==> src/rtl/muldiv_seq.sv <==
// Iterative multiply/divide sequencer owning the HI/LO registers for the E stage.
// Shift-add multiply or restoring divide at one bit per cycle, with stall generation for HI/LO hazards.
module muldiv_seq (
  input  logic        CLK,
  input  logic        RESET,
  input  logic        START,
  input  logic [2:0]  OP,
  input  logic        KILL,
  input  logic [31:0] SRC_A,
  input  logic [31:0] SRC_B,
  input  logic        RD_HILO,
  output logic        BUSY,
  output logic        STALL,
  output logic        DONE,
  output logic [31:0] HI,
  output logic [31:0] LO
);

  localparam int unsigned ITER = 32;
  localparam int unsigned W    = 32;
  localparam int unsigned CW   = 5;

  localparam logic [2:0] OP_MTHI = 3'd4;
  localparam logic [2:0] OP_MTLO = 3'd5;

  typedef enum logic [1:0] {
    S_IDLE = 2'd0,
    S_MUL  = 2'd1,
    S_DIV  = 2'd2,
    S_FIX  = 2'd3
  } state_t;

  state_t state_q, state_nx;

  logic [W-1:0]   hi_q, lo_q;
  logic           busy_q, done_q;
  logic [CW-1:0]  cnt_q;
  logic [W-1:0]   a_q, b_q, orig_a_q;
  logic           neg_q_q, neg_r_q, div0_q, is_div_q;
  logic [2*W-1:0] prod_q;
  logic [W:0]     rem_q;
  logic [W-1:0]   quot_q;

  logic           accept;
  logic           op_muldiv;
  logic           is_signed;
  logic [W-1:0]   a_in, b_in;
  logic [W:0]     mul_sum;
  logic [W:0]     div_shift, div_diff;
  logic [2*W-1:0] prod_fix;
  logic [W-1:0]   quot_fix, rem_fix;

  assign accept    = START & ~KILL & (state_q == S_IDLE);
  assign op_muldiv = ~OP[2];
  assign is_signed = ~OP[0];

  assign BUSY  = busy_q;
  assign DONE  = done_q;
  assign HI    = hi_q;
  assign LO    = lo_q;
  assign STALL = busy_q & (RD_HILO | (START & ~KILL));

  // Operand conditioning and one-bit iteration datapath
  always_comb begin
    a_in      = (is_signed & SRC_A[W-1]) ? -SRC_A : SRC_A;
    b_in      = (is_signed & SRC_B[W-1]) ? -SRC_B : SRC_B;
    mul_sum   = {1'b0, prod_q[2*W-1:W]} + (prod_q[0] ? {1'b0, a_q} : (W+1)'(0));
    div_shift = {rem_q[W-1:0], quot_q[W-1]};
    div_diff  = div_shift - {1'b0, b_q};
    prod_fix  = neg_q_q ? -prod_q : prod_q;
    quot_fix  = neg_q_q ? -quot_q : quot_q;
    rem_fix   = neg_r_q ? -rem_q[W-1:0] : rem_q[W-1:0];
  end

  // State register
  always_ff @(posedge CLK) begin
    if (RESET) state_q <= S_IDLE;
    else       state_q <= state_nx;
  end

  // Next-state logic
  always_comb begin
    state_nx = state_q;
    case (state_q)
      S_IDLE: if (accept && op_muldiv) state_nx = OP[1] ? S_DIV : S_MUL;
      S_MUL,
      S_DIV:  if (cnt_q == CW'(ITER - 1)) state_nx = S_FIX;
      S_FIX:  state_nx = S_IDLE;
      default: state_nx = S_IDLE;
    endcase
  end

  // Datapath and architectural HI/LO
  always_ff @(posedge CLK) begin
    if (RESET) begin
      hi_q     <= '0;
      lo_q     <= '0;
      busy_q   <= 1'b0;
      done_q   <= 1'b0;
      cnt_q    <= '0;
      a_q      <= '0;
      b_q      <= '0;
      orig_a_q <= '0;
      neg_q_q  <= 1'b0;
      neg_r_q  <= 1'b0;
      div0_q   <= 1'b0;
      is_div_q <= 1'b0;
      prod_q   <= '0;
      rem_q    <= '0;
      quot_q   <= '0;
    end else begin
      busy_q <= (state_nx != S_IDLE);
      done_q <= (state_q == S_FIX);
      case (state_q)
        S_IDLE: begin
          if (accept) begin
            if (op_muldiv) begin
              a_q      <= a_in;
              b_q      <= b_in;
              orig_a_q <= SRC_A;
              neg_q_q  <= is_signed & (SRC_A[W-1] ^ SRC_B[W-1]);
              neg_r_q  <= is_signed & SRC_A[W-1];
              div0_q   <= OP[1] & (SRC_B == '0);
              is_div_q <= OP[1];
              prod_q   <= {{W{1'b0}}, b_in};
              rem_q    <= '0;
              quot_q   <= a_in;
              cnt_q    <= '0;
            end else if (OP == OP_MTHI) begin
              hi_q <= SRC_A;
            end else if (OP == OP_MTLO) begin
              lo_q <= SRC_A;
            end
          end
        end
        S_MUL: begin
          prod_q <= {mul_sum, prod_q[W-1:1]};
          cnt_q  <= cnt_q + CW'(1);
        end
        S_DIV: begin
          // Restore by keeping the shifted remainder when the trial subtract underflows
          if (div_diff[W]) begin
            rem_q  <= div_shift;
            quot_q <= {quot_q[W-2:0], 1'b0};
          end else begin
            rem_q  <= div_diff;
            quot_q <= {quot_q[W-2:0], 1'b1};
          end
          cnt_q <= cnt_q + CW'(1);
        end
        S_FIX: begin
          if (!is_div_q) begin
            hi_q <= prod_fix[2*W-1:W];
            lo_q <= prod_fix[W-1:0];
          end else if (div0_q) begin
            hi_q <= orig_a_q;
            lo_q <= '1;
          end else begin
            hi_q <= rem_fix;
            lo_q <= quot_fix;
          end
        end
        default: ;
      endcase
    end
  end

endmodule

==> config.mk <==
export PLATFORM = sky130hd
export DESIGN_NAME = muldiv_seq
export DESIGN_NICKNAME = d
export VERILOG_FILES = /design/src/rtl/muldiv_seq.sv
export SDC_FILE = /design/constraint.sdc
export NUM_CORES = 1
export LEC_CHECK = 0
export CAP_MARGIN = 40
export CORE_UTILIZATION = 60
export DETAILED_ROUTE_END_ITERATION = 12
export HOLD_SLACK_MARGIN = 0.08
export MAX_ROUTING_LAYER = met4
export PLACE_DENSITY = 0.86
export SKIP_LAST_GASP = 1
export SLEW_MARGIN = 10
export SYNTH_ARGS = -nofsm -noshare
export SYNTH_HDL_FRONTEND = slang
export SYNTH_SLANG_ARGS = --single-unit
==> constraint.sdc <==
create_clock -name CLK -period 3.9 [get_ports CLK]
set_input_delay 0.78 -clock CLK [delete_from_list [all_inputs] [get_ports CLK]]
set_output_delay 0.78 -clock CLK [all_outputs]
set_load 0.05 [all_outputs]
# [Word-level counts from Yosys, hierarchy flattened]
# Index checks and enable logic that the tools add are counted.
[totals] regBits=301 in_bits=72 output_inout_bits=67 word_cells=100
[op_classes] n_addsub=8 eq_ne=12 n_mux=37 bitwise_logic=12 reduce_logical=15
[ops] op="32-bit 2-to-1 mux" n=21
[ops] op="32-bit one-hot mux with 2 select lines" n=4
[ops] op="64-bit 2-to-1 mux" n=3
[ops] op="32-bit negator" n=4
[ops] op="64-bit one-hot mux with 2 select lines" n=1
[ops] op="64-bit negator" n=1
[ops] op="32-bit by 32-bit adder with 33-bit output" n=1
[ops] op="33-bit by 32-bit subtractor with 33-bit output" n=1
[ops] op="32-bit logical NOT" n=1
[ops] op="3-bit AND reduction" n=4
[ops] op="5-bit 2-to-1 mux" n=2
[ops] op="5-bit one-hot mux with 2 select lines" n=1
[ops] op="2-bit nonzero test" n=5
[ops] op="2-bit inequality test (second input constant)" n=4
[ops] op="1-bit bitwise AND" n=7
[ops] op="3-bit equality test (second input constant)" n=2
[ops] op="2-bit 2-to-1 mux" n=3
[ops] op="2-bit one-hot mux with 3 select lines" n=1
[ops] op="5-bit by 1-bit adder with 5-bit output (second input constant)" n=1
[ops] op="5-bit equality test (second input constant)" n=1
[ops] op="5-bit AND reduction" n=1
[ops] op="2-bit equality test (second input constant)" n=2
[ops] op="2-bit by 1-bit inequality test with 1-bit output (second input constant)" n=2
[ops] op="4-bit AND reduction" n=1
[ops] op="8 further kinds" n=10

# [Logic depth before layout (Yosys ltp)]
[logic_depth] ltp_word=7 depth_mapped=14 mapped_depth_nobuf=13

# [Worst setup path after synthesis]
# OpenSTA, ideal clock, no wires.
[synth_path] path_kind="input -> register" start="in SRC_A[7]" end="reg quot_q[24]" setup_ps=132 arrival_ps=3259 t_required_ps=3768 setup_slack_ps=509 cell_stages=9 path_buffers=0 path_cell_list="or4_1 or4_1 or3_1 or4_1 o31ai_1 xor2_1 nand2_1 o211ai_1 a21oi_1"
[synth_between] elab_chain_len=5
[synth_lines] element="start, declared" line="9" source="input logic [31:0] SRC_A,"
[synth_lines] element="32-bit negator" line="65" source="a_in = (is_signed & SRC_A[W-1]) ? -SRC_A : SRC_A;"
[synth_lines] element="32-bit 2-to-1 mux" line="65"
[synth_lines] element="32-bit 2-to-1 mux" line="117" source="if (op_muldiv) begin"
[synth_lines] element="32-bit 2-to-1 mux" line="116" source="if (accept) begin"
[synth_lines] element="32-bit one-hot mux with 2 select lines" line="114" source="case (state_q)"
[synth_lines] element="end signal, assigned" line="127" source="quot_q <= a_in;"
[synth_lines] element="end signal, assigned" line="144" source="quot_q <= {quot_q[W-2:0], 1'b0};"
[synth_lines] element="end signal, assigned" line="147" source="quot_q <= {quot_q[W-2:0], 1'b1};"
[synth_lines] element="end, declared" line="42" source="logic [W-1:0] quot_q;"
# No other way between the ends. The select of a mux whose other input is x is not followed.
# A chain may end at the register's enable or synchronous reset.

# [Worst setup path in the final report]
[layout_path] start="reg prod_q[0]" end="reg prod_q[62]"
[layout_between] elab_chain_len=3
[layout_lines] element="start, declared" line="40" source="logic [2*W-1:0] prod_q;"
[layout_lines] element="start signal, assigned" line="125" source="prod_q <= {{W{1'b0}}, b_in};"
[layout_lines] element="start signal, assigned" line="137" source="prod_q <= {mul_sum, prod_q[W-1:1]};"
[layout_lines] element="32-bit 2-to-1 mux" line="67" source="mul_sum = {1'b0, prod_q[2*W-1:W]} + (prod_q[0] ? {1'b0, a_q} : (W+1)'(0));"
[layout_lines] element="32-bit by 32-bit adder with 33-bit output" line="67"
[layout_lines] element="64-bit one-hot mux with 2 select lines" line="114"
# No other way between the ends.

==> impl_metrics.yaml <==
setup_path:
  r2r_start: "prod_q[0]"
  cp.required_ps: 4320
  crit_start: "prod_q[0]"
  arrival_ps: 4100
  cp-start-kind: "flip-flop"
  crit_type: "flip-flop to flip-flop"
  ff2ff_setup_slack_ps: 220
  r2r-end: "prod_q[62]"
  reg2reg_depth: 13
  path_max_fanout: 12
  endpoint_kind: "flip-flop"
cts:
  ctsResizeCount: 0
  cts_tree: "yes"
  clock_path_buffers: 3
  cts_setup_buffers: 0
  clk_latency_ps: 540
  cts-htree-levels: 2
  clockRootBuffer: "clkbuf_16"
  clk_pin_slew_worst_paths_ps: 60
  cts.sinks: 300
  cts_hold_buf: 0
  cts_buffers: 36
routing:
  drt_wl_total_um: 76520
  ant_nets: 0
  drcViolationCount: 0
  num_vias: 21430
  drt-initial-drc-count: 2668
  dr.pass1.iters: 6
  via_per_inst: 6.700
  wl_per_cell_um: 23.93
placement:
  placedCellCount: 3131
  gp_congestion: 1.038
  dpl_cell_area_um2: 22080
  placement.io_buffers: 138
  dp_hpwl_um: 57010
worst_hold_path:
  hold_path_class: "flip-flop to flip-flop"
  holdPathStages: 2
  hold_start: "orig_a_q[24]"
  min_to: "orig_a_q[24]"
global_routing:
  antenna_found_initial: 4
  grt-ovfl-total: 0
  grt_pass1_vias: 19260
  grt_max_degree: 159
  grt_usage_pct: 45.05
  grt_pass1_wl_um: 113100
sta:
  max_slew_margin_pct: 40.21
  min_period_ps: 3678
  slew_violations: 0
  rsz0062_at_grt: "false"
  hold_viol: 0
  skew_ps: 25.33
  worst_pin_slew_ps: 896.8
  setup_viol: 0
  fmax_mhz: 271.9
  fin_crit_sh_pct: 94.30
synth:
  synth_nets: 2788
  synth-edff-count: 0
  ys_types: 81
  postSynthCellCount: 2639
  yosys_most_used_dff: "dfxtp_1"
  synthArstFlopShare_pct: 0
  yosys_warnings: 0
  syn_avg_cell_area_um2: 7.590
  ys_seq_area_share_pct: 29.98
  ys_ff_latch: 300
  syn_area_um2: 20030
pwr:
  leakage_nw: 8.702
  finalPower_w: 0.009147
  power_density_nw_per_um2: 393.0
  vdd_drop_max_uv: 414.5
final_layout:
  drive_gt1_share_pct: 6.831
  stdcell_count: 3198
  final_design_area_no_fill_um2: 23280
  fillers: 2684
  area_delta_synth_final_pct: 16.20
  nets: 2876
die:
  floorplan.rows: 66
  core_um2: 32700
  chipHeight_um: 184.7
  pin_count: 139
  die_area_um2: 34120
  initial_core_util_pct: 61.25
  die_w_um: 184.7
run:
  maxCapViolCount: 0
run_status:
  status: "finished, final reports clean"
metal layers:
layer  wire (um)  part of all wire (%)  global-route usage, %
met2       32430                    42                  66.73
met3        8086                    11                  7.805
met1       31390                    41                  58.74
met5           0                     0                      -
met4        4621                   6.0                  22.98
flip-flops by register name, summed over array words and instances (netlist names), 2 cells and up:
signal,flops
b_q,32
rem_q,32
cnt_q,5
state_q,2
quot_q,32
prod_q,64
HI,32
LO,32
a_q,32
orig_a_q,31
power by group:
group	leakage (nW)	switching, W	internal, W
logic	5.69	0.00149	0.000820
registers	2.43	0.000186	0.00321
clock network	0.582	0.00141	0.00203
total	8.70	0.00309	0.00606
through the flow:
step	util (%)	worst slack, ps	setup TNS, ps	hold slack (ps)
after floorplan	-	508.9	0	431.7
after global placement	67.50	-96.33	-148.0	442.4
after detailed placement	67.53	-145.4	-421.9	446.3
after CTS	71.15	342.2	0	456.2
after global routing	71.18	102.9	0	474.5
final	71.18	222.4	0	454.9
synthesized netlist by cell type (43+ instances only):
library cell  number  area (um^2)
ha_1              75        938.4
nand2_1          349         1310
xnor2_1          130         1139
xor2_1            87        762.0
a21oi_1          202         1011
clkbuf_1         164        615.6
o31ai_1           44        330.3
inv_1             67        251.5
nor3_1            50        250.2
nor2_1           245        919.6
a211oi_1          72        540.5
nand3_1           43        215.2
o211ai_1          52        390.4
dfxtp_1          300         6006
mux2i_1           52        520.5
o21ai_0          174        870.8
layout make-up:
type / count / area (um^2) / share of cell area, %
Tap cell: 442 / 553.0 / 2.376
Antenna cell: 4 / 10.01 / 0.04300
Sequential cell: 300 / 6010 / 25.82
Multi-Input combinational cell: 2088 / 13120 / 56.35
Inverter: 68 / 255.2 / 1.097
Clock buffer: 50 / 1013 / 4.354
Clock inverter: 13 / 170.2 / 0.7311
Timing Repair Buffer: 233 / 2148 / 9.230
critical path, cell delays in order (launching register included):
cell	delay [ps]
dfxtp_1	600
and2_1	200
ha_1	280
and3_1	230
a221oi_1	310
buf_4	180
o21ai_0	130
a221oi_1	460
buf_4	220
a31oi_1	130
a21o_1	250
a41oi_1	280
xnor2_1	110
a22o_1	200
kinds of logic after synthesis:
logic type / Yosys count / synth area share (%)
AOI/OAI and AO/OA: 803 / 26.24
xor gates and xnor gates: 217 / 9.488
adders and majority gates: 77 / 4.885
buffers and inverters: 251 / 4.785
DFF: 300 / 29.98
muxes: 55 / 2.767
and+or+nand+nor: 936 / 21.86
cell usage in the layout (no fill, tap or decap), types with 43 or more instances in the layout:
cell	n
nand2_1	349
dfxtp_1	297
nor2_1	243
a21oi_1	200
o21ai_0	173
clkdlybuf4s50_1	137
xnor2_1	129
buf_4	91
xor2_1	87
ha_1	74
a211oi_1	72
inv_1	67
o211ai_1	52
mux2i_1	52
nor3_1	50
o31ai_1	44
nand3_1	43
how the worst max path moves through the flow:
stage / end / slack [ps] / cells past startpoint
5_1_grt: prod_q[62] / 100 / 13
2_1_floorplan: quot_q[24] / 510 / 9
6_report: prod_q[62] / 220 / 13
4_1_cts: prod_q[62] / 340 / 14
3_5_place_dp: quot_q[24] / -150 / 10
3_3_place_gp: quot_q[24] / -100 / 10
Power figures use the tool's default switching activity.
